**src/rtl/vedic_pkg.sv**
```systemverilog
// Shared definitions for the Vedic multiplier/divider datapath: default widths,
// the sequential divider state encoding and a counter-width helper.
package vedic_pkg;

  localparam int DVD_W_DEF = 8;
  localparam int DVS_W_DEF = 4;

  typedef enum logic [1:0] {
    IDLE = 2'd0,
    CALC = 2'd1,
    DONE = 2'd2
  } state_t;

  function automatic int iter_cnt_w(input int width);
    return $clog2(width + 1);
  endfunction

  localparam int ITER_CNT_W = iter_cnt_w(DVD_W_DEF);

endpackage

```
**src/rtl/div_step.sv**
```systemverilog
// One restoring shift-subtract stage: shifts the next dividend bit into the
// partial remainder and subtracts the divisor via a NOR full-adder ripple chain.
module div_step #(
  parameter int DVS_W = 4
) (
  input  logic [DVS_W:0]   rem,
  input  logic             q_msb,
  input  logic [DVS_W-1:0] divisor,
  output logic [DVS_W:0]   rem_next,
  output logic             q_bit
);

  logic [DVS_W:0]   rem_sh;
  logic [DVS_W:0]   dvs_n;
  logic [DVS_W:0]   diff;
  logic [DVS_W+1:0] carry;

  // The partial remainder stays below the divisor, so its top bit is always 0
  // entering a step and the shift drops it.
  logic rem_msb_unused;
  assign rem_msb_unused = rem[DVS_W];

  assign rem_sh   = {rem[DVS_W-1:0], q_msb};
  assign dvs_n    = ~{1'b0, divisor};
  assign carry[0] = 1'b1;

  for (genvar i = 0; i <= DVS_W; i++) begin : g_sub
    f_add u_fa (
      .a   (rem_sh[i]),
      .b   (dvs_n[i]),
      .cin (carry[i]),
      .sum (diff[i]),
      .cout(carry[i+1])
    );
  end

  // Carry out of rem_sh + ~divisor + 1 means no borrow: the divisor fits.
  assign q_bit    = carry[DVS_W+1];
  assign rem_next = q_bit ? diff : rem_sh;

endmodule

```
**src/rtl/f_add.sv**
```systemverilog
// Full-adder cell built only from 2-input NOR gates (nine-gate form).
module f_add (
  input  logic a,
  input  logic b,
  input  logic cin,
  output logic sum,
  output logic cout
);

  logic n1, n2, n3, n4, n5, n6, n7;

  assign n1   = ~(a  | b);
  assign n2   = ~(a  | n1);
  assign n3   = ~(b  | n1);
  assign n4   = ~(n2 | n3);   // xnor(a, b)
  assign n5   = ~(n4 | cin);
  assign n6   = ~(n4 | n5);
  assign n7   = ~(cin | n5);
  assign sum  = ~(n6 | n7);
  assign cout = ~(n1 | n5);

endmodule

```
**src/rtl/vedic_seq_divider.sv**
```systemverilog
// Iterative restoring divider, one quotient bit per clock, with a
// valid/ready request side and a held-until-accepted result side.
module vedic_seq_divider #(
  parameter int DVD_W = vedic_pkg::DVD_W_DEF,
  parameter int DVS_W = vedic_pkg::DVS_W_DEF
) (
  input  logic             clk,
  input  logic             rst_n,
  input  logic             in_valid,
  output logic             in_ready,
  input  logic [DVD_W-1:0] dividend,
  input  logic [DVS_W-1:0] divisor,
  output logic             out_valid,
  input  logic             out_ready,
  output logic [DVD_W-1:0] quotient,
  output logic [DVS_W-1:0] remainder,
  output logic             div_zero
);

  import vedic_pkg::*;

  localparam int CNT_W = iter_cnt_w(DVD_W);

  state_t           state, state_nxt;
  logic [CNT_W-1:0] cnt;
  logic [DVD_W-1:0] shreg;
  logic [DVS_W:0]   rem;
  logic [DVS_W-1:0] dvs_q;
  logic [DVS_W:0]   rem_next;
  logic             q_bit;
  logic             accept;
  logic             last_iter;

  assign in_ready  = (state == IDLE);
  assign out_valid = (state == DONE);
  assign accept    = in_valid && in_ready;
  assign last_iter = (cnt == CNT_W'(DVD_W - 1));

  div_step #(.DVS_W(DVS_W)) u_step (
    .rem     (rem),
    .q_msb   (shreg[DVD_W-1]),
    .divisor (dvs_q),
    .rem_next(rem_next),
    .q_bit   (q_bit)
  );

  always_comb begin
    // NOTE: default assigned first so no path through the case infers a latch.
    state_nxt = state;
    unique case (state)
      IDLE:    if (accept) state_nxt = (divisor == '0) ? DONE : CALC;
      CALC:    if (last_iter) state_nxt = DONE;
      DONE:    if (out_ready) state_nxt = IDLE;
      default: state_nxt = IDLE;
    endcase
  end

  always_ff @(posedge clk or negedge rst_n) begin
    if (!rst_n) state <= IDLE;
    // NOTE: non-blocking so every register samples pre-edge values.
    else        state <= state_nxt;
  end

  // Result registers load only on entry to DONE, so they hold under backpressure
  // and after the handshake.
  always_ff @(posedge clk or negedge rst_n) begin
    if (!rst_n) begin
      cnt       <= '0;
      shreg     <= '0;
      rem       <= '0;
      dvs_q     <= '0;
      quotient  <= '0;
      remainder <= '0;
      div_zero  <= 1'b0;
    end else begin
      unique case (state)
        IDLE: begin
          if (accept) begin
            cnt   <= '0;
            rem   <= '0;
            shreg <= dividend;
            dvs_q <= divisor;
            if (divisor == '0) begin
              quotient  <= '1;
              remainder <= '0;
              div_zero  <= 1'b1;
            end
          end
        end
        CALC: begin
          cnt   <= cnt + 1'b1;
          shreg <= {shreg[DVD_W-2:0], q_bit};
          rem   <= rem_next;
          if (last_iter) begin
            quotient  <= {shreg[DVD_W-2:0], q_bit};
            remainder <= rem_next[DVS_W-1:0];
            div_zero  <= 1'b0;
          end
        end
        default: ;
      endcase
    end
  end

endmodule

```
**config.mk**
```make
export PLATFORM = sky130hd
export DESIGN_NAME = vedic_seq_divider
export DESIGN_NICKNAME = d
export VERILOG_FILES = /design/src/rtl/vedic_pkg.sv /design/src/rtl/div_step.sv /design/src/rtl/f_add.sv /design/src/rtl/vedic_seq_divider.sv
export SDC_FILE = /design/constraint.sdc
export NUM_CORES = 1
export LEC_CHECK = 0
export CAP_MARGIN = 20
export CORE_MARGIN = 1
export CORE_UTILIZATION = 54
export CTS_CLUSTER_SIZE = 8
export DETAILED_ROUTE_END_ITERATION = 12
export MAX_ROUTING_LAYER = met4
export PLACE_DENSITY = 0.82
export SLEW_MARGIN = 20
export SYNTH_ARGS = -nofsm -noshare
export SYNTH_HDL_FRONTEND = slang
export SYNTH_SLANG_ARGS = --single-unit
```
**constraint.sdc**
```tcl
create_clock -name clk -period 5.16 [get_ports clk]
set_input_delay 0.774 -clock clk [delete_from_list [all_inputs] [get_ports clk]]
set_output_delay 0.774 -clock clk [all_outputs]
set_load 0.005 [all_outputs]
```
# Yosys cells after proc, flatten, opt, wreduce, memory -nomap -nowiden
# Cells that the tools add are included.
[totals]
register_bits = 35
out_inout_bits = 15
[op_classes]
addsub = 1
eq_ne = 7
n_mux = 24
bitwise_logic = 75
n_reduce_logical = 8
[ops]
columns = ["cell", "n"]
rows = [
  ["$not 1->1", 37],
  ["$or 1x1->1", 37],
  ["$mux 8", 4],
  ["$pmux 8 s2", 2],
  ["$mux 4", 6],
  ["$pmux 4 s2", 3],
  ["$mux 2", 4],
  ["$ne 2x1->1 const B", 3],
  ["$pmux 2 s3", 1],
  ["$not 4->5", 1],
  ["$add 4x1->4 const B", 1],
  ["$eq 4x3->1 const B", 1],
  ["$logic_not 4->1", 1],
  ["$reduce_and 2->1", 2],
  ["$reduce_and 4->1", 1],
  ["$mux 1", 3],
  ["$reduce_and 3->1", 1],
  ["$eq 2x1->1 const B", 1],
  ["$eq 2x2->1 const B", 1],
  ["$logic_not 2->1", 1],
  ["$ne 2x2->1 const B", 1],
  ["$pmux 1 s2", 1],
  ["$reduce_bool 2->1", 1],
  ["$logic_and 1x1->1", 1],
]

# Depth between registers and ports, before layout
# Gate-level depths: netlist of run 1.
[logic_depth]
ltp_word = 25
mapped_depth = 8

# Modules after synthesis
# A second synthesis of run 1 with hierarchy kept.
[hier_totals]
cells_unflattened = 174
hier_area_um2 = 1844.3
[modules_own_cells]
columns = ["mod", "instances", "cells_each", "area_each_um2"]
rows = [
  ["vedic_seq_divider", 1, 134, 1575.3],
  ["f_add", 5, 6, 38.8],
  ["div_step", 1, 10, 75.1],
]

# Worst setup path before layout of run 1
# No wires, ideal clock.
[synth_timing]
kind = "reg2reg"
start = "register dvs_q[0]"
end = "register remainder[2]"
setup_time_ps = 65
t_arrival_ps = 2301
slack_ps = 2794
path_stages_with_launch = 8
n_path_buf = 0
cell_sequence = "dfrtp_1 ha_1 fa_1 fa_1 fa_1 nor3b_1 a211oi_1 mux2_4"
[synth_between]
elab_chain_len = 20
[synth_rtl]
columns = ["item", "line", "rtl"]
rows = [
  ["from (decl)", "vedic_seq_divider.sv:28", "logic [DVS_W-1:0] dvs_q;"],
  ["from (signal assigned)", "vedic_seq_divider.sv:82", "dvs_q <= divisor;"],
  ["$not 4->5 (*)", "div_step.sv:24", "assign dvs_n = ~{1'b0, divisor};"],
  ["$or 1x1->1 (*)", "f_add.sv:12", "assign n1 = ~(a | b);"],
  ["$or 1x1->1 (*)", "f_add.sv:16", "assign n5 = ~(n4 | cin);"],
  ["$not 1->1 (*)", "f_add.sv:16", ""],
  ["$or 1x1->1 (*)", "f_add.sv:20", "assign cout = ~(n1 | n5);"],
  ["$not 1->1 (*)", "f_add.sv:20", ""],
  ["$or 1x1->1", "f_add.sv:16", ""],
  ["$not 1->1", "f_add.sv:16", ""],
  ["[4 not listed]", "n/a", ""],
  ["$or 1x1->1", "f_add.sv:20", ""],
  ["$not 1->1", "f_add.sv:20", ""],
  ["$or 1x1->1", "f_add.sv:16", ""],
  ["$not 1->1", "f_add.sv:16", ""],
  ["$or 1x1->1", "f_add.sv:20", ""],
  ["$mux 4 (*)", "div_step.sv:39", "assign rem_next = q_bit ? diff : rem_sh;"],
  ["$mux 4 (*)", "vedic_seq_divider.sv:94", "if (last_iter) begin"],
  ["$pmux 4 s2 (*)", "vedic_seq_divider.sv:76", "unique case (state)"],
  ["to (signal assigned)", "vedic_seq_divider.sv:96", "remainder <= rem_next[DVS_W-1:0];"],
  ["to (decl)", "vedic_seq_divider.sv:16", "output logic [DVS_W-1:0] remainder,"],
]
# Mark *: on every way between the ends. The rest lies on a longest branch, timed or not. The select of a mux whose other input is x is not followed.
# A chain may end at the register's enable or synchronous reset.

# Final worst setup path of run 1
[layout_timing]
start = "register shreg[7]"
end = "register remainder[3]"
[layout_between]
elab_chain_len = 19
[layout_rtl]
columns = ["item", "line", "rtl"]
rows = [
  ["from (decl)", "vedic_seq_divider.sv:26", "logic [DVD_W-1:0] shreg;"],
  ["from (signal assigned)", "vedic_seq_divider.sv:81", "shreg <= dividend;"],
  ["from (signal assigned)", "vedic_seq_divider.sv:92", "shreg <= {shreg[DVD_W-2:0], q_bit};"],
  ["$or 1x1->1 (*)", "f_add.sv:12", ""],
  ["$or 1x1->1 (*)", "f_add.sv:16", ""],
  ["$not 1->1 (*)", "f_add.sv:16", ""],
  ["$or 1x1->1 (*)", "f_add.sv:20", ""],
  ["$not 1->1 (*)", "f_add.sv:20", ""],
  ["$or 1x1->1 (*)", "f_add.sv:16", ""],
  ["$not 1->1 (*)", "f_add.sv:16", ""],
  ["$or 1x1->1 (*)", "f_add.sv:20", ""],
  ["[3 not listed]", "n/a", ""],
  ["$or 1x1->1", "f_add.sv:20", ""],
  ["$not 1->1", "f_add.sv:20", ""],
  ["$or 1x1->1", "f_add.sv:16", ""],
  ["$not 1->1", "f_add.sv:16", ""],
  ["$or 1x1->1", "f_add.sv:20", ""],
  ["$mux 4 (*)", "div_step.sv:39", ""],
  ["$mux 4 (*)", "vedic_seq_divider.sv:94", ""],
  ["$pmux 4 s2 (*)", "vedic_seq_divider.sv:76", ""],
]
# Marked as above.

==> run_results.csv, run 1 <==
group,metric,value,unit
global_routing,overflow,0,
synthesis,synth_compound_area_frac,0.155,
synthesis,synthSimpleGateAreaFrac,0.169,
clock_network,insertion_delay,0.33,ns
synthesis,synth_cells,148,
power_and_ir_drop,pwr_density_cell,594,nW/µm²
placement,dpl.hpwl,2.20,mm
synthesis,muxShareOfSynthArea,0.0428,
placement,io_buffers,30,
drt,drtIter0Drc,47,
power_and_ir_drop,finalPower,1.17,mW
synthesis,synth_top_family_by_area,"simple AND/OR/NAND/NOR gates",
sta,drv_slew,0,
die,die_x,56.6,µm
sta,setup_viol,0,
cells_and_area,drive_gt1_frac,0.0773,
global_routing,track_usage,0.225,
sta,clock_skew,0.00340,ns
clock_network,cts_buffers,5,
clock_network,ctsResizeCount,0,
clock_network,cts_tree,"done",
die,dieHeight,56.6,µm
worst_hold_path,hp-class,"reg2reg",
sta,worst_slew_pin_slew,0.762,ns
drt,post-route-drc-count,0,
placement,routabilityCongestion,0.782,
status,status,"finished, final reports clean",
job,cap_violations,0,
sta,post-route-period-util,0.511,
clock_network,cts_setup_buffers,0,
setup_path,crit_type,"reg2reg",
setup_path,start_kind,"flop",
setup_path,cp-end-kind,"flop",
clock_network,cts.sinks,35,
cells_and_area,final_nets,201,
clock_network,hold_buffers,0,
sta,hold_viol_final,0,
clock_network,clkTransAtPathRegs,0.10,ns
die,core_area,2780,µm²
cells_and_area,area_delta_synth_final,22.7,%
drt,dr.pass1.iters,4,
die,pin_count,31,
drt,wirelength,3.13,mm
synthesis,yosysWarnings,0,
sta,rsz0062_at_grt,"false",
sta,min_period,2.64,ns
synthesis,yosys.area_share.adder,0.0529,
global_routing,antenna_found_initial,0,
setup_path,path_max_fanout,6,
setup_path,arrival,2.86,ns
drt,avgViaCountPerCell,5.62,
synthesis,syn_area,1610,µm²
sta,fin_setup_tns,0,ns
synthesis,synth_nets,169,
global_routing,grt_max_degree,36,
die,row_count,19,
cells_and_area,final_common_cell,"dfrtp_1",
drt,antenna_left,0,
global_routing,first_global_vias,1116,
drt,wl_per_cell,14.7,µm
clock_network,cts_max_level,2,
power_and_ir_drop,ir_drop,462,µV
power_and_ir_drop,leakage,0.893,nW
clock_network,clk_path_buf_depth,2,
cells_and_area,mostFrequentLayoutCells,"dfrtp_1 (35), nand2_1 (34), clkdlybuf4s50_1 (30), nor2_1 (9), o22a_1 (8)",
synthesis,ys_seq_area_frac,0.545,
setup_path,cp.required,5.38,ns
synthesis,synthXorXnorAreaFrac,0,
synthesis,ys_types,29,
sta,final.hold.worst_slack,0.488,ns
cells_and_area,diodes,0,
synthesis,yosys_register_bits,35,
clock_network,clockRootBuffer,"clkbuf_4",
sta,maxSlewHeadroom,0.492,
die,dieArea,3200,µm²
drt,num_vias,1192,
synthesis,postSynthAreaPerCell,10.9,µm²
global_routing,grt_pass1_wl,5.24,mm
sta,fmax,379,MHz
die,start_util,0.578,
through the flow:
stage / util / std cells / cell area, µm² / worst slack, ns
global placement: 0.691 / 204 / 1920 / 2.37
detailed placement: 0.691 / 204 / 1920 / 2.34
CTS: 0.709 / 212 / 1970 / 2.54
finish: 0.709 / 212 / 1970 / 2.52
global route: 0.709 / 212 / 1970 / 2.41
floorplan: - / 148 / 1610 / 2.79
Yosys cell counts, drive strengths merged:
cell type / instances / share of area
a211oi: 4 / 0.019
a21o: 5 / 0.023
a31oi: 7 / 0.027
and3b: 1 / 0.0054
buf: 4 / 0.016
clkbuf: 3 / 0.0078
dfrtp: 35 / 0.54
fa: 3 / 0.037
ha: 2 / 0.016
inv: 5 / 0.012
mux2: 4 / 0.030
mux2i: 2 / 0.012
nand2: 34 / 0.079
nand2b: 2 / 0.0078
nand3: 1 / 0.0031
nand4: 1 / 0.0039
nor2: 9 / 0.021
nor2b: 2 / 0.0078
nor3b: 6 / 0.028
o21a: 1 / 0.0047
o21ai: 5 / 0.016
o21bai: 1 / 0.0047
o22a: 8 / 0.044
o2bb2ai: 1 / 0.017
or3b: 1 / 0.0054
or4: 1 / 0.0070
area by class of cell:
class	instances	area [µm²]
clock inverter	1	5.00
timing repair buffer	32	315
sequential	35	876
multi-input combinational	101	674
clock buffer	7	45.0
tap	31	38.8
fill	228	808
inverter	5	18.8
flip-flops by register name, summed over array words and instances (netlist names):
| name | cells |
|---|---|
| cnt | 4 |
| dvs_q | 4 |
| quotient | 8 |
| shreg | 8 |
| remainder | 4 |
| state | 2 |
| rem | 4 |
| div_zero | 1 |
where the power goes:
part	total (mW)	switching [mW]	internal (mW)
logic	0.531	0.251	0.281
registers	0.502	0.0980	0.404
clock network	0.138	0.0848	0.0531
total	1.17	0.433	0.738
worst paths after layout:
path / start / endpoint / slack [ns] / cells after the start
worst max-delay path: shreg[7] / remainder[3] / 2.52 / 8
worst min-delay path: cnt[3] / cnt[3] / 0.49 / 1
worst max register to register: shreg[7] / remainder[3] / 2.52 / 8
worst min register to register: cnt[3] / cnt[3] / 0.49 / 1
max in group asynchronous: rst_n / remainder[0] / 4.00 / 2
min in group asynchronous: rst_n / quotient[6] / 0.84 / 2
routing by layer:
layer	part of all wire	vias to the layer above	GRT usage	wire length (µm)
li1	-	579	-	-
met1	0.48	572	0.309	1500
met2	0.45	37	0.321	1390
met3	0.064	4	0.0760	200
met4	0.011	0	0.0627	34
met5	0	-	-	0
critical path, stage by stage (launching register included):
cell and delay (ns):
dfrtp_1 0.39, inv_1 0.05, ha_1 0.18, fa_1 0.38, fa_1 0.39, fa_1 0.44, nand2b_1 0.23, a211oi_1 0.15
mux2_2 0.31
logic make-up (layout without fill, tap and decap cells):
logic type	after synthesis	after routing
multiplexers	6	6
AO/OA/AOI/OAI	32	32
buffers and inverters	12	45
AND/OR/NAND/NOR	58	58
flip-flops	35	35
adder cells (fa/ha/maj)	5	5
Note: power is estimated with default switching activity, not from simulation.
==> run 2, diff against run 1 <==
--- a/config.mk
+++ b/config.mk
@@ -7,11 +7,11 @@
 export LEC_CHECK = 0
 export CAP_MARGIN = 20
 export CORE_MARGIN = 1
-export CORE_UTILIZATION = 54
+export CORE_UTILIZATION = 46
 export CTS_CLUSTER_SIZE = 8
 export DETAILED_ROUTE_END_ITERATION = 12
 export MAX_ROUTING_LAYER = met4
-export PLACE_DENSITY = 0.82
+export PLACE_DENSITY = 0.74
 export SLEW_MARGIN = 20
 export SYNTH_ARGS = -nofsm -noshare
 export SYNTH_HDL_FRONTEND = slang
==> constraint.sdc (replaced) <==
create_clock -name clk -period 2.2 [get_ports clk]
set_input_delay 0.33 -clock clk [delete_from_list [all_inputs] [get_ports clk]]
set_output_delay 0.33 -clock clk [all_outputs]
set_load 0.005 [all_outputs]
==> run_results.csv, run 2 (synthesis gave the netlist of run 1 again) <==
group,metric,value,unit
placement,placed_cells_incl_taps,225,
die,start_util,0.482,
cells_and_area,stdcell_area,2180,µm²
placement,dpl.hpwl,2.48,mm
clock_network,cts.sinks,35,
global_routing,first_global_vias,1204,
cells_and_area,top_regs,"quotient: 8 flops, shreg: 8 flops",
power_and_ir_drop,pwr_density_cell,1500,nW/µm²
clock_network,cts_setup_buffers,0,
sta,hold_viol_final,0,
clock_network,hold_buffers,0,
drt,antenna_left,0,
job,cap_violations,0,
cells_and_area,final_common_cell,"dfrtp_1",
sta,final.hold.worst_slack,0.370,ns
global_routing,grt_pass1_wl,5.70,mm
sta,finalWorstSetupSlack,-0.116,ns
setup_path,crit_type,"reg2reg",
sta,setup_viol,8,
global_routing,overflow,0,
cells_and_area,diodes,0,
drt,avgViaCountPerCell,5.30,
power_and_ir_drop,finalPower,3.27,mW
sta,clock_skew,0.0137,ns
die,die_x,61.1,µm
status,violations,"negative setup slack",
global_routing,antenna_found_initial,0,
drt,num_vias,1234,
drt,dr.pass1.iters,4,
cells_and_area,final_nets,207,
clock_network,cts_max_level,2,
placement,io_buffers,30,
setup_path,start_kind,"flop",
cells_and_area,drive_gt1_frac,0.203,
setup_path,path_max_fanout,5,
placement,routabilityCongestion,0.836,
global_routing,track_usage,0.223,
worst_hold_path,hp-class,"in2async",
sta,maxSlewHeadroom,0.589,
sta,worst_slew_pin_slew,0.615,ns
power_and_ir_drop,ir_drop,678,µV
clock_network,cts_tree,"done",
setup_path,arrival,2.61,ns
die,dieHeight,61.1,µm
sta,min_period,2.32,ns
clock_network,clkTransAtPathRegs,0.12,ns
cells_and_area,final_util,0.652,
die,pin_count,31,
drt,wirelength,3.44,mm
die,dieArea,3740,µm²
clock_network,insertion_delay,0.35,ns
clock_network,cts_buffers,5,
die,row_count,21,
placement,dp_slack,-0.178,ns
sta,rsz0062_at_grt,"true",
clock_network,clockRootBuffer,"clkbuf_4",
power_and_ir_drop,leakage,0.966,nW
status,status,"complete, but fails checks",
drt,drtIter0Drc,32,
sta,post-route-period-util,1.05,
cells_and_area,area_delta_synth_final,35.3,%
setup_path,cp-end-kind,"flop",
sta,fin_setup_tns,-0.558,ns
drt,post-route-drc-count,0,
drt,wl_per_cell,14.8,µm
sta,drv_slew,0,
cells_and_area,stdcell_count,233,
global_routing,grt_max_degree,36,
sta,fmax,432,MHz
setup_path,cp.required,2.50,ns
clock_network,clk_path_buf_depth,2,
die,core_area,3340,µm²
cells_and_area,mostFrequentLayoutCells,"dfrtp_1 (35), nand2_1 (33), clkdlybuf4s50_1 (30), nor2_1 (9), o22a_1 (8)",
placement,placed_area,2060,µm²
[run 2: cell count changes in the layout (fill, tap and decap cells not counted), sizes merged]
| cell | change |
|---|---|
| buf | +6 |
| bufinv | +1 |
| clkbuf | -2 |
| clkinv | +1 |
[run 2: repair_timing]
action / 4_1_cts / 5_1_grt
resized for setup: 1 / 8
setup endpoints to repair: 10 / 10
pin swaps: 8 / 2
gates cloned: 0 / 0
[run 2: area by class of cell]
| type | instances | area [µm²] |
|---|---|---|
| clock inverters | 3 | 43.8 |
| inverters | 5 | 18.8 |
| clock buffers | 5 | 37.5 |
| multi-input cells | 101 | 778 |
| well taps | 46 | 57.6 |
| repair buffers | 38 | 364 |
| fillers | 278 | 1160 |
| flip-flops and latches | 35 | 876 |
[run 2: power breakdown]
group          switching (mW)  internal [mW]
Sequential              0.267          0.946
Combinational           0.702          0.883
Clock                   0.230          0.239
[run 2: final timing paths]
check | startpoint | endpoint | cells after the start | slack, ns
max | dvs_q[0] | remainder[1] | 7 | -0.12
min | rst_n | rem[1] | 2 | 0.37
max reg2reg | dvs_q[0] | remainder[1] | 7 | -0.12
min reg2reg | cnt[3] | cnt[3] | 1 | 0.49
max in group asynchronous | rst_n | cnt[3] | 2 | 1.50
min in group clk | cnt[3] | cnt[3] | 1 | 0.49
[run 2: critical path, cell delays in order (launching register included)]
cell and delay, ns:
dfrtp_1 0.42, ha_4 0.17, fa_2 0.34, fa_2 0.35, fa_2 0.40, nor3b_4 0.17, a211oi_2 0.24, mux2_4 0.19
[run 2: metal layers]
layer / share of wire / global-route usage / vias to the layer above / routed length (µm)
li1: - / - / 585 / -
met1: 0.46 / 0.288 / 610 / 1570
met2: 0.48 / 0.329 / 30 / 1670
met3: 0.037 / 0.0567 / 9 / 126
met4: 0.022 / 0.101 / 0 / 75
met5: 0 / - / - / 0
